[config.mk]
export PLATFORM = sky130hd
export DESIGN_NAME = uart_tx_fifo
export DESIGN_NICKNAME = d
export VERILOG_FILES = /design/src/rtl/uart_tx_fifo.sv
export SDC_FILE = /design/constraint.sdc
export NUM_CORES = 1
export LEC_CHECK = 0
export CAP_MARGIN = 20
export CORE_MARGIN = 3
export CORE_UTILIZATION = 42
export CTS_CLUSTER_DIAMETER = 60
export CTS_CLUSTER_SIZE = 28
export DETAILED_ROUTE_END_ITERATION = 16
export HOLD_SLACK_MARGIN = 0.08
export RECOVER_POWER = 50
export SKIP_LAST_GASP = 1
export SYNTH_ARGS = -nofsm -noshare
export SYNTH_HDL_FRONTEND = slang
export SYNTH_SLANG_ARGS = --single-unit
[constraint.sdc]
create_clock -name clk -period 7 [get_ports clk]
set_clock_uncertainty 0.2 [all_clocks]
set_input_delay 0.7 -clock clk [delete_from_list [all_inputs] [get_ports clk]]
set_output_delay 0.7 -clock clk [all_outputs]
set_load 0.1 [all_outputs]
[src/rtl/uart_tx_fifo.sv]
`default_nettype none
// ============================================================================
// Module   : uart_tx_fifo
// Purpose  : UART transmitter fed by a synchronous FIFO; frames are sent
//            back-to-back while words remain queued.
// Revision : 1.0 - initial release
// ============================================================================
module uart_tx_fifo #(
    parameter int ClockFrequencyHz = 66_000_000,
    parameter int BaudRate         = 9600,
    parameter int DataBits         = 8,
    parameter int Parity           = 0,
    parameter int StopBits         = 1,
    parameter int FifoDepth        = 16
) (
    input  logic                        clk,
    input  logic                        rst,
    input  logic [DataBits-1:0]         data,
    input  logic                        valid,
    output logic                        ready,
    output logic                        tx,
    output logic                        bsy,
    output logic [$clog2(FifoDepth):0]  level
);

    localparam int C_BIT_TIME = ClockFrequencyHz / BaudRate;
    localparam int C_CNT_W    = (C_BIT_TIME > 1) ? $clog2(C_BIT_TIME) : 1;
    localparam int C_ADDR_W   = $clog2(FifoDepth);
    localparam int C_PTR_W    = C_ADDR_W + 1;
    localparam int C_IDX_W    = $clog2(DataBits);

    localparam logic [C_CNT_W-1:0] C_CNT_RELOAD = C_CNT_W'(C_BIT_TIME - 1);
    localparam logic [C_IDX_W-1:0] C_LAST_DATA  = C_IDX_W'(DataBits - 1);
    localparam logic               C_LAST_STOP  = 1'(StopBits - 1);

    typedef enum logic [2:0] {
        ST_IDLE   = 3'd0,
        ST_START  = 3'd1,
        ST_DATA   = 3'd2,
        ST_PARITY = 3'd3,
        ST_STOP   = 3'd4
    } state_t;

    state_t               state_q, state_d;
    logic [C_CNT_W-1:0]   cnt_q, cnt_d;
    logic [C_IDX_W-1:0]   idx_q, idx_d;
    logic                 stop_q, stop_d;
    logic [DataBits-1:0]  shift_q, shift_d;
    logic                 par_q, par_d;
    logic                 tx_q, tx_d;
    logic                 bsy_q, bsy_d;
    logic [C_PTR_W-1:0]   wr_ptr_q, wr_ptr_d;
    logic [C_PTR_W-1:0]   rd_ptr_q, rd_ptr_d;

    logic [DataBits-1:0]  mem_q [FifoDepth];

    logic                 w_full;
    logic                 w_empty;
    logic                 w_push;
    logic                 w_pop;
    logic                 w_bit_end;
    logic                 w_start_next;
    logic [DataBits-1:0]  w_head;
    logic                 w_head_par;
    logic [C_PTR_W-1:0]   w_level;

    // Pointers carry one extra wrap bit so full and empty are distinguishable.
    assign w_level = wr_ptr_q - rd_ptr_q;
    assign w_full  = (wr_ptr_q[C_ADDR_W] != rd_ptr_q[C_ADDR_W]) &&
                     (wr_ptr_q[C_ADDR_W-1:0] == rd_ptr_q[C_ADDR_W-1:0]);
    assign w_empty = (wr_ptr_q == rd_ptr_q);
    assign w_push  = valid && !w_full;
    assign w_head  = mem_q[rd_ptr_q[C_ADDR_W-1:0]];

    generate
        if (Parity == 1) begin : g_parity_odd
            assign w_head_par = ~^w_head;
        end else if (Parity == 2) begin : g_parity_even
            assign w_head_par = ^w_head;
        end else begin : g_parity_none
            assign w_head_par = 1'b0;
        end
    endgenerate

    always_comb begin
        state_d      = state_q;
        cnt_d        = cnt_q;
        idx_d        = idx_q;
        stop_d       = stop_q;
        shift_d      = shift_q;
        par_d        = par_q;
        tx_d         = tx_q;
        bsy_d        = bsy_q;
        w_pop        = 1'b0;
        w_start_next = 1'b0;
        w_bit_end    = (cnt_q == '0);

        case (state_q)
            ST_IDLE: begin
                tx_d  = 1'b1;
                bsy_d = 1'b0;
                if (!w_empty) begin
                    w_start_next = 1'b1;
                end
            end

            ST_START: begin
                if (w_bit_end) begin
                    state_d = ST_DATA;
                    tx_d    = shift_q[0];
                    idx_d   = '0;
                    cnt_d   = C_CNT_RELOAD;
                end else begin
                    cnt_d = cnt_q - C_CNT_W'(1);
                end
            end

            ST_DATA: begin
                if (w_bit_end) begin
                    cnt_d = C_CNT_RELOAD;
                    if (idx_q == C_LAST_DATA) begin
                        if (Parity != 0) begin
                            state_d = ST_PARITY;
                            tx_d    = par_q;
                        end else begin
                            state_d = ST_STOP;
                            tx_d    = 1'b1;
                            stop_d  = 1'b0;
                        end
                    end else begin
                        // Next bit is taken before the shift so tx stays registered.
                        shift_d = shift_q >> 1;
                        tx_d    = shift_q[1];
                        idx_d   = idx_q + C_IDX_W'(1);
                    end
                end else begin
                    cnt_d = cnt_q - C_CNT_W'(1);
                end
            end

            ST_PARITY: begin
                if (w_bit_end) begin
                    state_d = ST_STOP;
                    tx_d    = 1'b1;
                    stop_d  = 1'b0;
                    cnt_d   = C_CNT_RELOAD;
                end else begin
                    cnt_d = cnt_q - C_CNT_W'(1);
                end
            end

            ST_STOP: begin
                if (w_bit_end) begin
                    if (stop_q == C_LAST_STOP) begin
                        if (!w_empty) begin
                            w_start_next = 1'b1;
                        end else begin
                            state_d = ST_IDLE;
                            tx_d    = 1'b1;
                            bsy_d   = 1'b0;
                        end
                    end else begin
                        stop_d = 1'b1;
                        cnt_d  = C_CNT_RELOAD;
                    end
                end else begin
                    cnt_d = cnt_q - C_CNT_W'(1);
                end
            end

            default: begin
                state_d = ST_IDLE;
                tx_d    = 1'b1;
                bsy_d   = 1'b0;
            end
        endcase

        // Popping latches the word and its parity, so later pushes cannot disturb it.
        if (w_start_next) begin
            w_pop   = 1'b1;
            shift_d = w_head;
            par_d   = w_head_par;
            tx_d    = 1'b0;
            bsy_d   = 1'b1;
            cnt_d   = C_CNT_RELOAD;
            state_d = ST_START;
        end

        wr_ptr_d = wr_ptr_q + C_PTR_W'(w_push);
        rd_ptr_d = rd_ptr_q + C_PTR_W'(w_pop);
    end

    always_ff @(posedge clk or posedge rst) begin
        if (rst) begin
            state_q  <= ST_IDLE;
            cnt_q    <= '0;
            idx_q    <= '0;
            stop_q   <= 1'b0;
            shift_q  <= '0;
            par_q    <= 1'b0;
            tx_q     <= 1'b1;
            bsy_q    <= 1'b0;
            wr_ptr_q <= '0;
            rd_ptr_q <= '0;
        end else begin
            state_q  <= state_d;
            cnt_q    <= cnt_d;
            idx_q    <= idx_d;
            stop_q   <= stop_d;
            shift_q  <= shift_d;
            par_q    <= par_d;
            tx_q     <= tx_d;
            bsy_q    <= bsy_d;
            wr_ptr_q <= wr_ptr_d;
            rd_ptr_q <= rd_ptr_d;
        end
    end

    // Storage needs no reset: the pointers alone define what is valid.
    always_ff @(posedge clk) begin
        if (w_push) begin
            mem_q[wr_ptr_q[C_ADDR_W-1:0]] <= data;
        end
    end

    assign ready = !w_full;
    assign tx    = tx_q;
    assign bsy   = bsy_q;
    assign level = w_level;

endmodule
`default_nettype wire

==> Yosys cells after proc, flatten, opt, wreduce, memory -nomap -nowiden <==
Memory sizes are Yosys's and may differ from the RTL's.
Index checks and enable logic that the tools add are counted.
{ "word_totals": {"mem_count": 1, "input_bits": 11, "wordCells": 107, "register_bits": 40, "ram_bits": 128} }
{ "mem_list": {"columns": ["memory", "words", "width", "read_ports", "rd_clocked_by_memory_dff", "write_ports", "line", "rtl"], "rows": [
  ["mem_q", 16, 8, 1, 0, 1, "55", "logic [DataBits-1:0] mem_q [FifoDepth];"]
]} }
{ "classes": {"reduce_logical": 18, "muxes": 49, "n_eq_ne": 25, "add_sub_neg": 5} }
{ "op_table": {"columns": ["operator", "count"], "rows": [
  ["13-bit two-way mux", 4],
  ["3-bit two-way mux", 11],
  ["8-bit two-way mux", 4],
  ["13-bit case mux with 2 select lines", 1],
  ["1-bit two-way mux", 23],
  ["3-bit inequality test, second input constant", 7],
  ["2-bit inequality test, second input constant", 8],
  ["3-bit case mux with 5 select lines", 1],
  ["13-bit zero test", 1],
  ["13-bit by 1-bit subtractor with 13-bit output, second input constant", 1],
  ["5-bit by 1-bit adder with 5-bit output", 2],
  ["4-bit AND reduction", 2],
  ["8-bit AND reduction", 1],
  ["3-bit by 2-bit equality test with 1-bit output, second input constant", 2],
  ["3-bit equality test, second input constant", 2],
  ["3-bit case mux with 2 select lines", 1],
  ["6-bit AND reduction", 1],
  ["2-bit nonzero test", 3],
  ["3-bit nonzero test", 2],
  ["5-bit equality test", 1],
  ["5-bit AND reduction", 1],
  ["5-bit subtractor", 1],
  ["4-bit equality test", 1],
  ["4-bit inequality test, second input constant", 1],
  ["other kinds (13)", 15]
]} }

==> Depth between registers and ports, before layout <==
{ "depth": {"depth_word": 7, "ltp_mapped": 11, "mapped_depth_nobuf": 9} }

==> Least setup slack after synthesis <==
Ideal clock, no wire load.
{ "synth_path": {"path_type": "register to output", "start": "reg rd_ptr_q[1]", "end": "out level[3]", "required_ns": 6.100, "stages_incl_launch_ff": 8, "n_path_buf": 2, "t_arrival_ns": 3.049, "path_slack_ns": 3.051, "path_cell_list": "dfrtp_1 -> clkbuf_1 -> clkbuf_1 -> inv_1 -> ha_1 -> a21o_1 -> a21oi_1 -> xnor2_1"} }
{ "synth_via": {"elab_chain_cells": 1} }
{ "synth_lines": {"columns": ["item", "line", "rtl"], "rows": [
  ["from (decl)", "53", "logic [C_PTR_W-1:0] rd_ptr_q, rd_ptr_d;"],
  ["from (signal assigned)", "215", "rd_ptr_q <= rd_ptr_d;"],
  ["5-bit subtractor", "68", "assign w_level = wr_ptr_q - rd_ptr_q;"],
  ["to (decl)", "23", "output logic [$clog2(FifoDepth):0] level"]
]} }
Every way passes these cells.

==> Worst setup path after layout <==
{ "layout_path": {"start": "reg wr_ptr_q[0]", "end": "out level[4]"} }
{ "layout_via": {"elab_chain_cells": 1} }
{ "layout_lines": {"columns": ["item", "line", "rtl"], "rows": [
  ["from (decl)", "52", "logic [C_PTR_W-1:0] wr_ptr_q, wr_ptr_d;"],
  ["from (signal assigned)", "214", "wr_ptr_q <= wr_ptr_d;"],
  ["5-bit subtractor", "68", null]
]} }
Every way passes these cells.

==> impl_metrics.ini <==
[power_and_ir_drop]
p_sw_share_pct = 38.9
p_comb_share_pct = 38.5
leakage_nw = 2.82
p_per_area_nw_per_um2 = 450
total_power_mw = 3.66
netSwitchingPower_mw = 1.42
peakVddDrop_mv = 0.768
p_seq_share_pct = 36.5
pwr-share-clk_pct = 25.0
internal-power_mw = 2.23

[yosys]
yosysSeqAreaShare_pct = 67.5
yosysTopAreaCellShare_pct = 53.8
yosys_warnings = 0
synth-adder-area-share_pct = 2.03
ys_ff_latch = 167
synth-edff-count = 128
synth-async-reset-ratio_pct = 23.4
synth_top_area_cell = edfxtp_1
syn_inst = 455
syn-cell-area_sq_um = 7140
synthMuxAreaShare_pct = 11.8
ys.flop_type = edfxtp_1
yosys.area_share.xor_xnor_pct = 2.09
synthSimpleGateAreaFrac_pct = 8.08
syn_nets = 477
ys_top_cells_by_area = edfxtp_1 54%, dfrtp_1 13%, mux4_2 10%
synth_area_per_cell_sq_um = 15.7
yosysUniqueCellTypes = 52
synth_top_family_by_area = multiplexers
synth_compound_area_share_pct = 6.49

[detailed_routing]
drt_iter0_drc = 360
wl_per_cell_um = 20.3
drt-pass1-iter-count = 5
via_per_inst = 5.57
wl_mm = 14.4
antenna_left = 0
drc = 0
vias = 3954

[final_layout]
fin_area_sq_um = 8120
final_cell_mix = 128 x edfxtp_1, 39 x nand2_1, 37 x dfrtp_1
layout.nets = 499
n_antenna_cell = 0
final_core_util_pct = 49.0
fillCellCount = 1443
regArea_sq_um = 4820
final_common_cell = edfxtp_1
multiInputGateArea_sq_um = 2180
area_delta_synth_final_pct = 13.7
layout-drive-gt1-share_pct = 16.5
instances_no_fill = 710

[min_path]
hp-class = reg -> reg

[sta]
relSlewSlack_pct = -41.2
period_minus_slack_ns = 4.02
final.hold.worst_slack_ns = 0.316
grt_setup_unrepaired = false
fin_crit_sh_pct = 57.5
finalSetupTns_ns = 0
setup_viol = 0
setup_slack_ns = 2.98
tightest_slew_ns = 2.12
finalHoldViolCount = 0
max_freq_mhz = 249
slew_violations = 40

[place]
portBuffers = 18
pre_cts_slack_ns = 3.41
dp_cells = 678
dpl.hpwl_mm = 9.64
place_congestion = 0.819
dpl_cell_area_sq_um = 7550

[cts]
postCtsSetupRepairBufs = 0
cts_hold_buf = 0
cts_resized = 0
cts.reportedPaths.clkPinSlew_ns = 0.06
clkLatencyLatePin_ns = 0.42
cts_buffer_depth = 2
clock-sinks = 167
cts_tree = done
cts-root-buf = clkbuf_16
numCtsBuffers = 17
htree_levels = 4

[floorplanning]
rows = 47
core_region_area_sq_um = 16600
dieArea_sq_um = 18600
start_util_pct = 43.0
boundaryPins = 19
die_h_um = 136
die_w_um = 136

[global_routing]
gr-total-overflow = 0
grt_max_degree = 40
grt_pass1_vias = 4085
grtUsageTotal_pct = 16.8
antenna_found_initial = 0
grt_first_pass_wirelength_mm = 23.2

[setup_path]
crit_path_end_kind = primary output
crit_path_start_kind = flip-flop
required_ns = 6.10
critPathKind = reg -> out
crit_fanout = 4
reg2reg_slack_ns = 3.94
crit_arrival_ns = 3.12

[run_status]
violations = max-capacitance violations, max-slew violations
outcome = finished, violations left

[flow_run]
max_cap_violations = 1
-- routing by layer --
| layer | vias up | global-route usage (%) | part of all wire, % |
|---|---|---|---|
| li1 | 1815 | - | - |
| met1 | 2034 | 24.6 | 47 |
| met2 | 98 | 25.6 | 48 |
| met3 | 7 | 4.07 | 4.9 |
| met4 | 0 | 4.20 | 0.78 |
| met5 | - | 0 | 0 |
-- path summary, 6_finish.rpt --
| path | start | end | cells past startpoint |
|---|---|---|---|
| worst max register to register | wr_ptr_q[2] | mem_q[3][0] | 7 |
| max in group asynchronous | rst | rd_ptr_q[0] | 3 |
| worst max-delay path | wr_ptr_q[0] | level[4] | 8 |
| min in group asynchronous | rst | cnt_q[0] | 3 |
| worst min-delay path | idx_q[2] | idx_q[2] | 2 |
| worst min register to register | idx_q[2] | idx_q[2] | 2 |
-- worst max-delay path, cell delays in order (launching register included) --
cell and delay, ns:
dfrtp_1 0.38, inv_1 0.09, ha_1 0.23, fa_1 0.42
inv_1 0.08, a21o_1 0.10, a21oi_1 0.08, xnor2_1 0.17
clkdlybuf4s50_1 1.16
-- layout make-up --
type | count | share of cell area, %
flip-flops and latches | 167 | 59.4
clock buffers | 18 | 5.29
well taps | 220 | 3.39
clock inverters | 14 | 1.79
multi-input cells | 254 | 26.8
repair buffers | 25 | 2.79
inverters | 12 | 0.555
-- registers in the layout (all words and copies together), names as in the netlist --
signal	cells
bsy	1
cnt_q	13
idx_q	3
mem_q	128
rd_ptr_q	5
shift_q	8
state_q	3
tx	1
wr_ptr_q	5
-- power groups by stage --
stage / Clock, mW / Combinational (mW) / Sequential, mW
floorplan: 0 / 1.06 / 1.36
global placement: 0 / 1.41 / 1.35
detailed placement: 0 / 1.43 / 1.36
CTS: 0.930 / 1.43 / 1.34
global route: 0.983 / 1.52 / 1.36
finish: 0.914 / 1.41 / 1.34
-- cells in the mapped netlist, types with 11 or more instances --
cell      count
nand2_1      39
a22oi_1      18
xnor2_1      13
o21ai_0      17
dfrtp_1      38
clkbuf_1     14
a21oi_1      12
mux4_2       32
mux2i_1      11
edfxtp_1    128
nor2_1       24
inv_1        12
-- kinds of logic (layout without fill, tap and decap cells) --
kind of cell | count (synthesis) | after routing
fa+ha+maj | 11 | 11
compound gates | 69 | 69
flops | 167 | 167
mux | 44 | 44
buf+inv | 34 | 69
simple gates | 113 | 113
xor+xnor | 17 | 17
(Power assumes the default switching activity.)
